===== src/rtl/uio_axi_pkg.sv =====
// uio_axi_pkg: shared widths and pack FSM state for the UIO/AXI link converters
package uio_axi_pkg;
  localparam int AXI_DATA_W = 64;
  localparam int AXI_KEEP_W = 8;
  localparam int UIO_W = 128;
  typedef enum logic {LO, HI} pack_st_e;
endpackage


===== src/rtl/uio_rx_fifo.sv =====
// uio_rx_fifo: single-clock FIFO of packed UIO words; callers gate push/pop against full/empty
module uio_rx_fifo import uio_axi_pkg::*; #(
  parameter int DEPTH = 16,
  localparam int AW = $clog2(DEPTH)
) (
  input  logic             clk,
  input  logic             reset,
  input  logic             push,
  input  logic [UIO_W-1:0] wdata,
  input  logic             pop,
  output logic [UIO_W-1:0] rdata,
  output logic             full,
  output logic             empty,
  output logic [AW:0]      count
);
  logic [UIO_W-1:0] mem [DEPTH];
  logic [AW-1:0] wp, rp;
  always_ff @(posedge clk)
    if (push) mem[wp] <= wdata;
  always_ff @(posedge clk or posedge reset)
    if (reset) begin
      wp <= '0;
      rp <= '0;
      count <= '0;
    end else begin
      wp <= wp + AW'(push);
      rp <= rp + AW'(pop);
      count <= count + (AW+1)'(push) - (AW+1)'(pop);
    end
  assign rdata = mem[rp];
  assign full = count == (AW+1)'(DEPTH);
  assign empty = count == '0;
endmodule


===== src/rtl/uio_axi_rx_pack.sv =====
// uio_axi_rx_pack: packs 64-bit Aurora RX beats into 128-bit UIO response words (stats: UIO_AXI_RX_STATS_EN)
module uio_axi_rx_pack import uio_axi_pkg::*; #(
  parameter int UIO_PORTS_WIDTH = 128,
  parameter int FIFO_DEPTH = 16
`ifdef UIO_AXI_RX_STATS_EN
  , parameter int CNT_W = 32
`endif
) (
  input  logic                       clk,
  input  logic                       reset,
  input  logic [AXI_KEEP_W-1:0]      i_m_axi_rx_tkeep,
  input  logic [AXI_DATA_W-1:0]      i_m_axi_rx_tdata,
  input  logic                       i_m_axi_rx_tlast,
  input  logic                       i_m_axi_rx_tvalid,
  input  logic                       i_stat_chan_up,
  output logic                       uio_rs_vld,
  output logic [UIO_PORTS_WIDTH-1:0] uio_rs_data,
  input  logic                       uio_rs_afull,
  output logic                       o_overflow,
`ifdef UIO_AXI_RX_STATS_EN
  output logic [CNT_W-1:0]           o_word_cnt,
  output logic [CNT_W-1:0]           o_drop_cnt,
`endif
  output logic                       o_keep_err
);
  if (UIO_PORTS_WIDTH != 2 * AXI_DATA_W) begin : g_bad_width
    $error("uio_axi_rx_pack: UIO_PORTS_WIDTH must be 128");
  end
  if (FIFO_DEPTH < 4 || (FIFO_DEPTH & (FIFO_DEPTH - 1)) != 0) begin : g_bad_depth
    $error("uio_axi_rx_pack: FIFO_DEPTH must be a power of two >= 4");
  end
  pack_st_e st, st_nx;
  logic [AXI_DATA_W-1:0] masked, held;
  logic [UIO_W-1:0] word, head;
  logic beat, push, pop, accept, full, empty;
  logic [$clog2(FIFO_DEPTH):0] fifo_count;
  logic unused;
  assign unused = ^fifo_count;
  for (genvar i = 0; i < AXI_KEEP_W; i++) begin : g_mask
    assign masked[i*8 +: 8] = i_m_axi_rx_tkeep[i] ? i_m_axi_rx_tdata[i*8 +: 8] : 8'h0;
  end
  assign beat = i_m_axi_rx_tvalid & i_stat_chan_up;
  assign push = beat & (st == HI | i_m_axi_rx_tlast);
  assign word = st == HI ? {masked, held} : {{AXI_DATA_W{1'b0}}, masked};
  assign pop = !empty & !uio_rs_afull;
  // a full FIFO still takes the word when the head leaves in the same cycle
  assign accept = push & (!full | pop);
  always_comb
    st_nx = !i_stat_chan_up ? LO : !i_m_axi_rx_tvalid ? st : (st == LO && !i_m_axi_rx_tlast) ? HI : LO;
  always_ff @(posedge clk or posedge reset)
    if (reset) st <= LO;
    else st <= st_nx;
  always_ff @(posedge clk or posedge reset)
    if (reset) held <= '0;
    else if (!i_stat_chan_up) held <= '0;
    else if (beat && st == LO && !i_m_axi_rx_tlast) held <= masked;
  uio_rx_fifo #(.DEPTH(FIFO_DEPTH)) u_fifo (
    .clk  (clk),
    .reset(reset),
    .push (accept),
    .wdata(word),
    .pop  (pop),
    .rdata(head),
    .full (full),
    .empty(empty),
    .count(fifo_count)
  );
  always_ff @(posedge clk or posedge reset)
    if (reset) begin
      uio_rs_vld <= 1'b0;
      uio_rs_data <= '0;
      o_overflow <= 1'b0;
      o_keep_err <= 1'b0;
    end else begin
      uio_rs_vld <= pop;
      if (pop) uio_rs_data <= head;
      o_overflow <= o_overflow | (push & !accept);
      o_keep_err <= o_keep_err | (beat & !i_m_axi_rx_tlast & (i_m_axi_rx_tkeep != 8'hFF));
    end
`ifdef UIO_AXI_RX_STATS_EN
  always_ff @(posedge clk or posedge reset)
    if (reset) begin
      o_word_cnt <= '0;
      o_drop_cnt <= '0;
    end else begin
      if (accept && !(&o_word_cnt)) o_word_cnt <= o_word_cnt + 1'b1;
      if (push && !accept && !(&o_drop_cnt)) o_drop_cnt <= o_drop_cnt + 1'b1;
    end
`endif
endmodule


===== config.mk =====
export PLATFORM = sky130hd
export DESIGN_NAME = uio_axi_rx_pack
export DESIGN_NICKNAME = d
export VERILOG_FILES = /design/src/rtl/uio_axi_pkg.sv /design/src/rtl/uio_rx_fifo.sv /design/src/rtl/uio_axi_rx_pack.sv
export SDC_FILE = /design/constraint.sdc
export NUM_CORES = 2
export LEC_CHECK = 0
export ABC_AREA = 1
export ABC_CLOCK_PERIOD_IN_PS = 9900
export BUFFER_PORTS_ARGS = -buffer_cell sky130_fd_sc_hd__buf_2
export CAP_MARGIN = 25
export CORE_AREA = 2 2 603 605
export DETAILED_ROUTE_END_ITERATION = 8
export DIE_AREA = 0 0 605 607
export PLACE_DENSITY_LB_ADDON = 0.05
export REMOVE_ABC_BUFFERS = 1
export SYNTH_ARGS = -nofsm -noshare
export SYNTH_HDL_FRONTEND = slang
export SYNTH_SLANG_ARGS = --single-unit

===== constraint.sdc =====
create_clock -name clk -period 9.9 [get_ports clk]
set_input_delay 1.98 -clock clk [delete_from_list [all_inputs] [get_ports clk]]
set_output_delay 1.98 -clock clk [all_outputs]
set_load 0.01 [all_outputs]

* Word level (Yosys, flattened, before mapping)
Memories as Yosys holds them, arrays and structs flattened. A register that Yosys moved wholly into a read port is not among the register bits.
Index checks and enable logic that the tools add are counted.
** Storage, ports and cells
- Flip-flop bits (word level) :: 81
- Output and inout port bits :: 131
- RAM bits :: 2048
- Memories :: 1
- Input bits :: 78
- Word-level logic and storage cells :: 54
** Operators by class
- Bitwise operators :: 12
- $add $sub $neg :: 4
- Reductions and logical operators :: 9
- Multiplexer cells :: 16
- Equality and inequality tests :: 4
** Memories
- u_fifo.mem :: words 16, bits a word 128, read ports 1, clocked after memory_dff 1, wr ports 1, line uio_rx_fifo.sv:16 : logic [UIO_W-1:0] mem [DEPTH];
** Operator list (count)
- $mux 128 :: 1
- $mux 64 :: 2
- $mux 8 :: 8
- $add 4x1->4 :: 2
- $ne 8x8->1 const B :: 1
- $and 1x1->1 :: 7
- $add 5x1->5 :: 1
- $eq 5x5->1 const B :: 1
- $logic_not 1->1 :: 5
- $logic_not 5->1 :: 1
- $mux 1 :: 5
- $sub 5x1->5 :: 1
- $or 1x1->1 :: 4
- $logic_and 1x1->1 :: 3
- $ne 2x1->1 const B :: 1
- $ne 2x2->1 const B :: 1
- $not 1->1 :: 1

* Depth between registers and ports, before layout
- Depth after elaboration :: 8
- Gate-level depth with buffers :: 15

* Cells and area by module
Synthesis repeated with hierarchy kept, for this count alone.
** Second synthesis, totals
- Cells, all modules :: 8163
- Area, all modules :: 91230.0 um^2
** Modules (own cells, without submodules)
- uio_rx_fifo :: cells an instance 7013, area an instance 82291.4 um^2, instances 1, sequential area each 61824.3 um^2
- uio_axi_rx_pack :: cells an instance 1150, area an instance 8938.6 um^2, instances 1, sequential area each 4904.7 um^2

* Least setup slack after synthesis
Ideal clock, no wire load.
- Path kind :: input to register
- Start point :: in i_stat_chan_up
- End point :: mem u_fifo.mem[0][0] (enable)
- Buffers on the path :: 0
- Stages on the path :: 6
- Slack :: 1.474 ns
- Setup time :: 0.617 ns
- Arrival time :: 7.809 ns
- Required time :: 9.283 ns
- Path through :: nand2_1 nor2_1 nand2_1 inv_1 nand3_1 nor2_1
** On the way
- Longest elaborated chain between the ends :: 5
** Ends and longest elaborated chain
- from (decl) :: line uio_axi_rx_pack.sv:15 : input logic i_stat_chan_up,
- $and 1x1->1 :: line uio_axi_rx_pack.sv:42 : assign beat = i_m_axi_rx_tvalid & i_stat_chan_up;
- $and 1x1->1 :: line uio_axi_rx_pack.sv:43 : assign push = beat & (st == HI | i_m_axi_rx_tlast);
- $and 1x1->1 :: line uio_axi_rx_pack.sv:47 : assign accept = push & (!full | pop);
- $mux 1 :: line uio_rx_fifo.sv:19 : if (push) mem[wp] <= wdata;
- $mux 1 (not written as such) :: line uio_rx_fifo.sv:19
- to (decl) :: line uio_rx_fifo.sv:16
Every way passes these cells.

* Worst setup path in the final report
- Start point :: in i_stat_chan_up
- End point :: mem u_fifo.mem[13][27] (enable)
The elaborated chain is that of the path after synthesis.

==> PnR_summary.wiki <==
{| class="wikitable"
! Metric !! Value
|-
| CTS clock-pin slew for the worst setup and hold paths || approximately 0.050 ns
|-
| Number of standard cells after synthesis || between 7000 and 8000
|-
| Mapped Area || 0.0899 mm²
|-
| Number of buffer and inverter instances along the worst setup path || 3
|-
| Most common cell type on the critical path || sky130_fd_sc_hd__nand2_1
|-
| Wire length per cell after detailed routing || 26.5 µm
|-
| Number of post-CTS setup repair buffers || 0
|-
| # nets final || 7970
|-
| Achievable frequency || about 200 MHz
|-
| Number of antenna-violating nets in the routed design || 0
|-
| Unique masters post-synth || 26
|-
| Syn-to-layout area delta || 17.4%
|-
| Unrepaired setup endpoints after global routing || false
|-
| Post-Route Utilization || 0.293
|-
| Vias in the first global route || between 50000 and 60000
|-
| Min-Delay Path Class || reg2reg
|-
| Multi-input logic area || between 0.02 and 0.025 mm²
|-
| CP Data Arrival Time || ~5.6 ns
|-
| Max VDD drop || 220 µV
|-
| Static power due to leakage || roughly 40 nW
|-
| Cell family with the largest share of critical-path delay || simple AND/OR/NAND/NOR gates
|-
| Post-synthesis cell type with the largest combined area || sky130_fd_sc_hd__edfxtp_1
|-
| Skew-Pair Late Insertion Delay || about 0.87 ns
|-
| DRC errors left || 0
|-
| Area of the core region || 0.361 mm²
|-
| Horizontal die dimension || roughly 600 µm
|-
| DR iter-0 viols || 4520
|-
| Starting utilization of the core area || 0.249
|-
| Mean Syn Cell Area || approximately 12 µm²
|-
| Clock tree from TritonCTS || yes
|-
| Final Routed Wirelength || 342000 µm
|-
| Ordered list of cells on the worst path || buf_6 -> nand2_1 -> nor2_1 -> nand2_1 -> inv_1 -> nand3_1 -> nor2_4 -> buf_12
|-
| Critical path launch point type || input pin
|-
| Slew headroom || 0.194
|-
| CTS Sinks || 2257
|-
| First-pass GRT wire length || ~480000 µm
|-
| Total setup violations reported at the end of the flow || 0
|-
| Overall power after layout || a little over 0.03 W
|-
| Number of synthesized register bits || roughly 2300
|-
| Start-to-end type of the worst setup path || in2reg
|-
| Skew final || between 0.03 and 0.04 ns
|-
| Number of hold violations in the final report || 0
|-
| Run status || completed
|-
| Worst path max stage delay || ~0.90 ns
|-
| Total iterations of the first detailed-routing run || 6
|-
| Worst-path maximum fanout || between 100 and 150
|-
| Layout cell share with drive strength beyond 1 || 0.103
|-
| Post-synth top area share || 0.684
|-
| Initial antenna violation count || 19
|-
| Final critical path time including I/O delays and setup || 5.10 ns
|-
| Input/output buffers || between 200 and 250
|-
| Bufs on Longest Clock Path || 4
|-
| DPL Wire Length || roughly 170000 µm
|-
| Sequential fraction of the synthesis area || 0.742
|-
| Pin count of the biggest net entering global routing || between 150 and 200
|-
| Die Outline Area || 0.367 mm²
|-
| Fill cell count || 36961
|-
| Floorplan die height || roughly 610 µm
|-
| Critical path's slowest cell || sky130_fd_sc_hd__nor2_4
|-
| CP required || 10.36 ns
|-
| Sequential Area || 0.0667 mm²
|-
| Hold Buf Count CTS || 0
|-
| TritonCTS buffer count || 277
|-
| Total global routing track utilization || 0.183
|-
| Max Slew Vio Count || 0
|-
| Setup TNS Final || 0 ns
|-
| Total global routing overflow || 0
|-
| Total power density per cell area || 290 mW/mm²
|-
| Post-detailed-route via-to-cell ratio || 4.55
|-
| Routed vias || between 50000 and 60000
|-
| Final design instance area without fill || roughly 0.11 mm²
|-
| Top-Level Pins || ~210
|-
| Cell types occupying the most area after synthesis || sky130_fd_sc_hd__edfxtp_1 (68%), sky130_fd_sc_hd__nand2_1 (13%), sky130_fd_sc_hd__nand3_1 (8.0%), sky130_fd_sc_hd__dfrtp_1 (5.8%), sky130_fd_sc_hd__buf_2 (1.6%)
|-
| Routability congestion estimate from global placement || 0.704
|-
| Actual slew at the worst max-slew pin || around 1.2 ns
|-
| Floorplan row count || between 200 and 250
|-
| CTS H-tree lvls || 5
|-
| Maximum capacitance violations || 0
|-
| Crit share post-route || 0.515
|-
| Total placed instance area || between 0.09 and 0.1 mm²
|-
| Post-cts repair resize count || 0
|-
| Library cell used as clock root buffer || sky130_fd_sc_hd__clkbuf_16
|-
| Kind of end point of the critical path || register
|-
| Syn. warnings || 0
|}
metrics by stage:
| stage | hold WS, ns | instances | worst slack, ns |
|---|---|---|---|
| 2_1_floorplan | 0.477 | 7162 | -32.37 |
| 3_3_place_gp | 0.461 | 12344 | 3.57 |
| 3_5_place_dp | 0.461 | 12375 | 3.86 |
| 4_1_cts | 0.477 | 12869 | 4.81 |
| 5_1_grt | 0.494 | 12891 | 4.73 |
| 6_report | 0.470 | 12901 | 4.80 |
cell usage after synthesis:
library cell	instances
sky130_fd_sc_hd__nor2_2	1
sky130_fd_sc_hd__buf_2	283
sky130_fd_sc_hd__o31ai_1	1
sky130_fd_sc_hd__nand2_1	3024
sky130_fd_sc_hd__ha_1	10
sky130_fd_sc_hd__buf_1	35
sky130_fd_sc_hd__nor2_1	83
sky130_fd_sc_hd__inv_2	3
sky130_fd_sc_hd__o21bai_1	1
sky130_fd_sc_hd__xnor2_1	1
sky130_fd_sc_hd__xor2_1	7
sky130_fd_sc_hd__nand4_1	2
sky130_fd_sc_hd__fa_1	1
sky130_fd_sc_hd__a21oi_1	178
sky130_fd_sc_hd__o21ai_1	1
sky130_fd_sc_hd__clkinv_1	2
sky130_fd_sc_hd__inv_4	1
sky130_fd_sc_hd__dfrtp_1	209
sky130_fd_sc_hd__nand3b_1	1
sky130_fd_sc_hd__o21ai_0	131
sky130_fd_sc_hd__inv_1	22
sky130_fd_sc_hd__buf_6	10
sky130_fd_sc_hd__buf_4	49
sky130_fd_sc_hd__edfxtp_1	2048
sky130_fd_sc_hd__nand3_1	1435
sky130_fd_sc_hd__clkbuf_1	106
logic make-up (layout without fill, tap and decap cells):
family | after synthesis | after routing | share of synthesized area
AOI/OAI and AO/OA | 312 | 312 | 0.0174
xor gates and xnor gates | 8 | 8 | 0.000779
adders and majority gates | 11 | 11 | 0.00161
buffers and inverters | 511 | 962 | 0.0282
DFF | 2257 | 2257 | 0.742
other | 0 | 11 | 0
and+or+nand+nor | 4546 | 4546 | 0.210
power by group:
group / internal, W / total, W / switching (W)
clock: 0.00573 / 0.00981 / 0.00408
combinational: 0.00231 / 0.00933 / 0.00702
sequential: 0.0109 / 0.0114 / 0.000473
total: 0.0190 / 0.0306 / 0.0116
layout make-up:
class | instances | area share
repair buffers | 440 | 0.0310
multi-input cells | 4877 | 0.197
diodes | 11 | 0.000261
flip-flops and latches | 2257 | 0.632
clock inverters | 78 | 0.00546
inverters | 28 | 0.00167
clock buffers | 416 | 0.0752
well taps | 4794 | 0.0568
worst paths after layout:
path / depth (start not counted) / startpoint / endpoint / slack [ns]
worst max-delay path: 8 / i_stat_chan_up / u_fifo.mem[13][27] / 4.80
worst min register to register: 2 / uio_rs_data[4] / uio_rs_data[4] / 0.47
min in group asynchronous: 2 / reset / uio_rs_data[103] / 1.17
worst min-delay path: 2 / uio_rs_data[4] / uio_rs_data[4] / 0.47
max in group asynchronous: 4 / reset / uio_rs_data[49] / 6.82
worst max register to register: 12 / u_fifo.rp[0] / uio_rs_data[126] / 5.47
sequential cells by signal, indices dropped and copies added, names as in the netlist:
register	count
o_overflow	1
u_fifo.wp	4
st	1
uio_rs_data	128
u_fifo.count	5
held	64
o_keep_err	1
uio_rs_vld	1
u_fifo.rp	4
u_fifo.mem	2048
layout by cell type (no fill, tap or decap), drive strengths merged:
| cell type | count |
|---|---|
| dfrtp | 209 |
| buf | 437 |
| o21bai | 1 |
| inv | 31 |
| nor2 | 84 |
| ha | 10 |
| nand3 | 1435 |
| bufinv | 8 |
| xor2 | 7 |
| nand4 | 2 |
| clkinv | 65 |
| o31ai | 1 |
| fa | 1 |
| nand3b | 1 |
| edfxtp | 2048 |
| o21ai | 132 |
| clkinvlp | 2 |
| nand2 | 3024 |
| xnor2 | 1 |
| a21oi | 178 |
| diode | 11 |
| clkbuf | 419 |
worst register-to-register path, cell delays in order, from the launching register on:
cell and delay [ns]:
sky130_fd_sc_hd__dfrtp_4 0.78, sky130_fd_sc_hd__buf_4 0.62, sky130_fd_sc_hd__buf_4 0.72, sky130_fd_sc_hd__buf_4 0.64, sky130_fd_sc_hd__buf_4 0.73, sky130_fd_sc_hd__nand2_1 0.16
sky130_fd_sc_hd__nand3_1 0.11, sky130_fd_sc_hd__nand3_1 0.13, sky130_fd_sc_hd__nand2_1 0.11, sky130_fd_sc_hd__nand2_1 0.05, sky130_fd_sc_hd__nand2_1 0.15, sky130_fd_sc_hd__nand2_1 0.08
sky130_fd_sc_hd__nand2_1 0.08
routing by layer:
metal | vias up | wire [µm] | track usage
met5 | - | 22 | 0
met4 | 4 | 6710 | 0.0377
met3 | 359 | 13900 | 0.0233
met2 | 1136 | 161000 | 0.301
met1 | 30087 | 160000 | 0.256
li1 | 27107 | - | -
(Power assumes the default switching activity.)
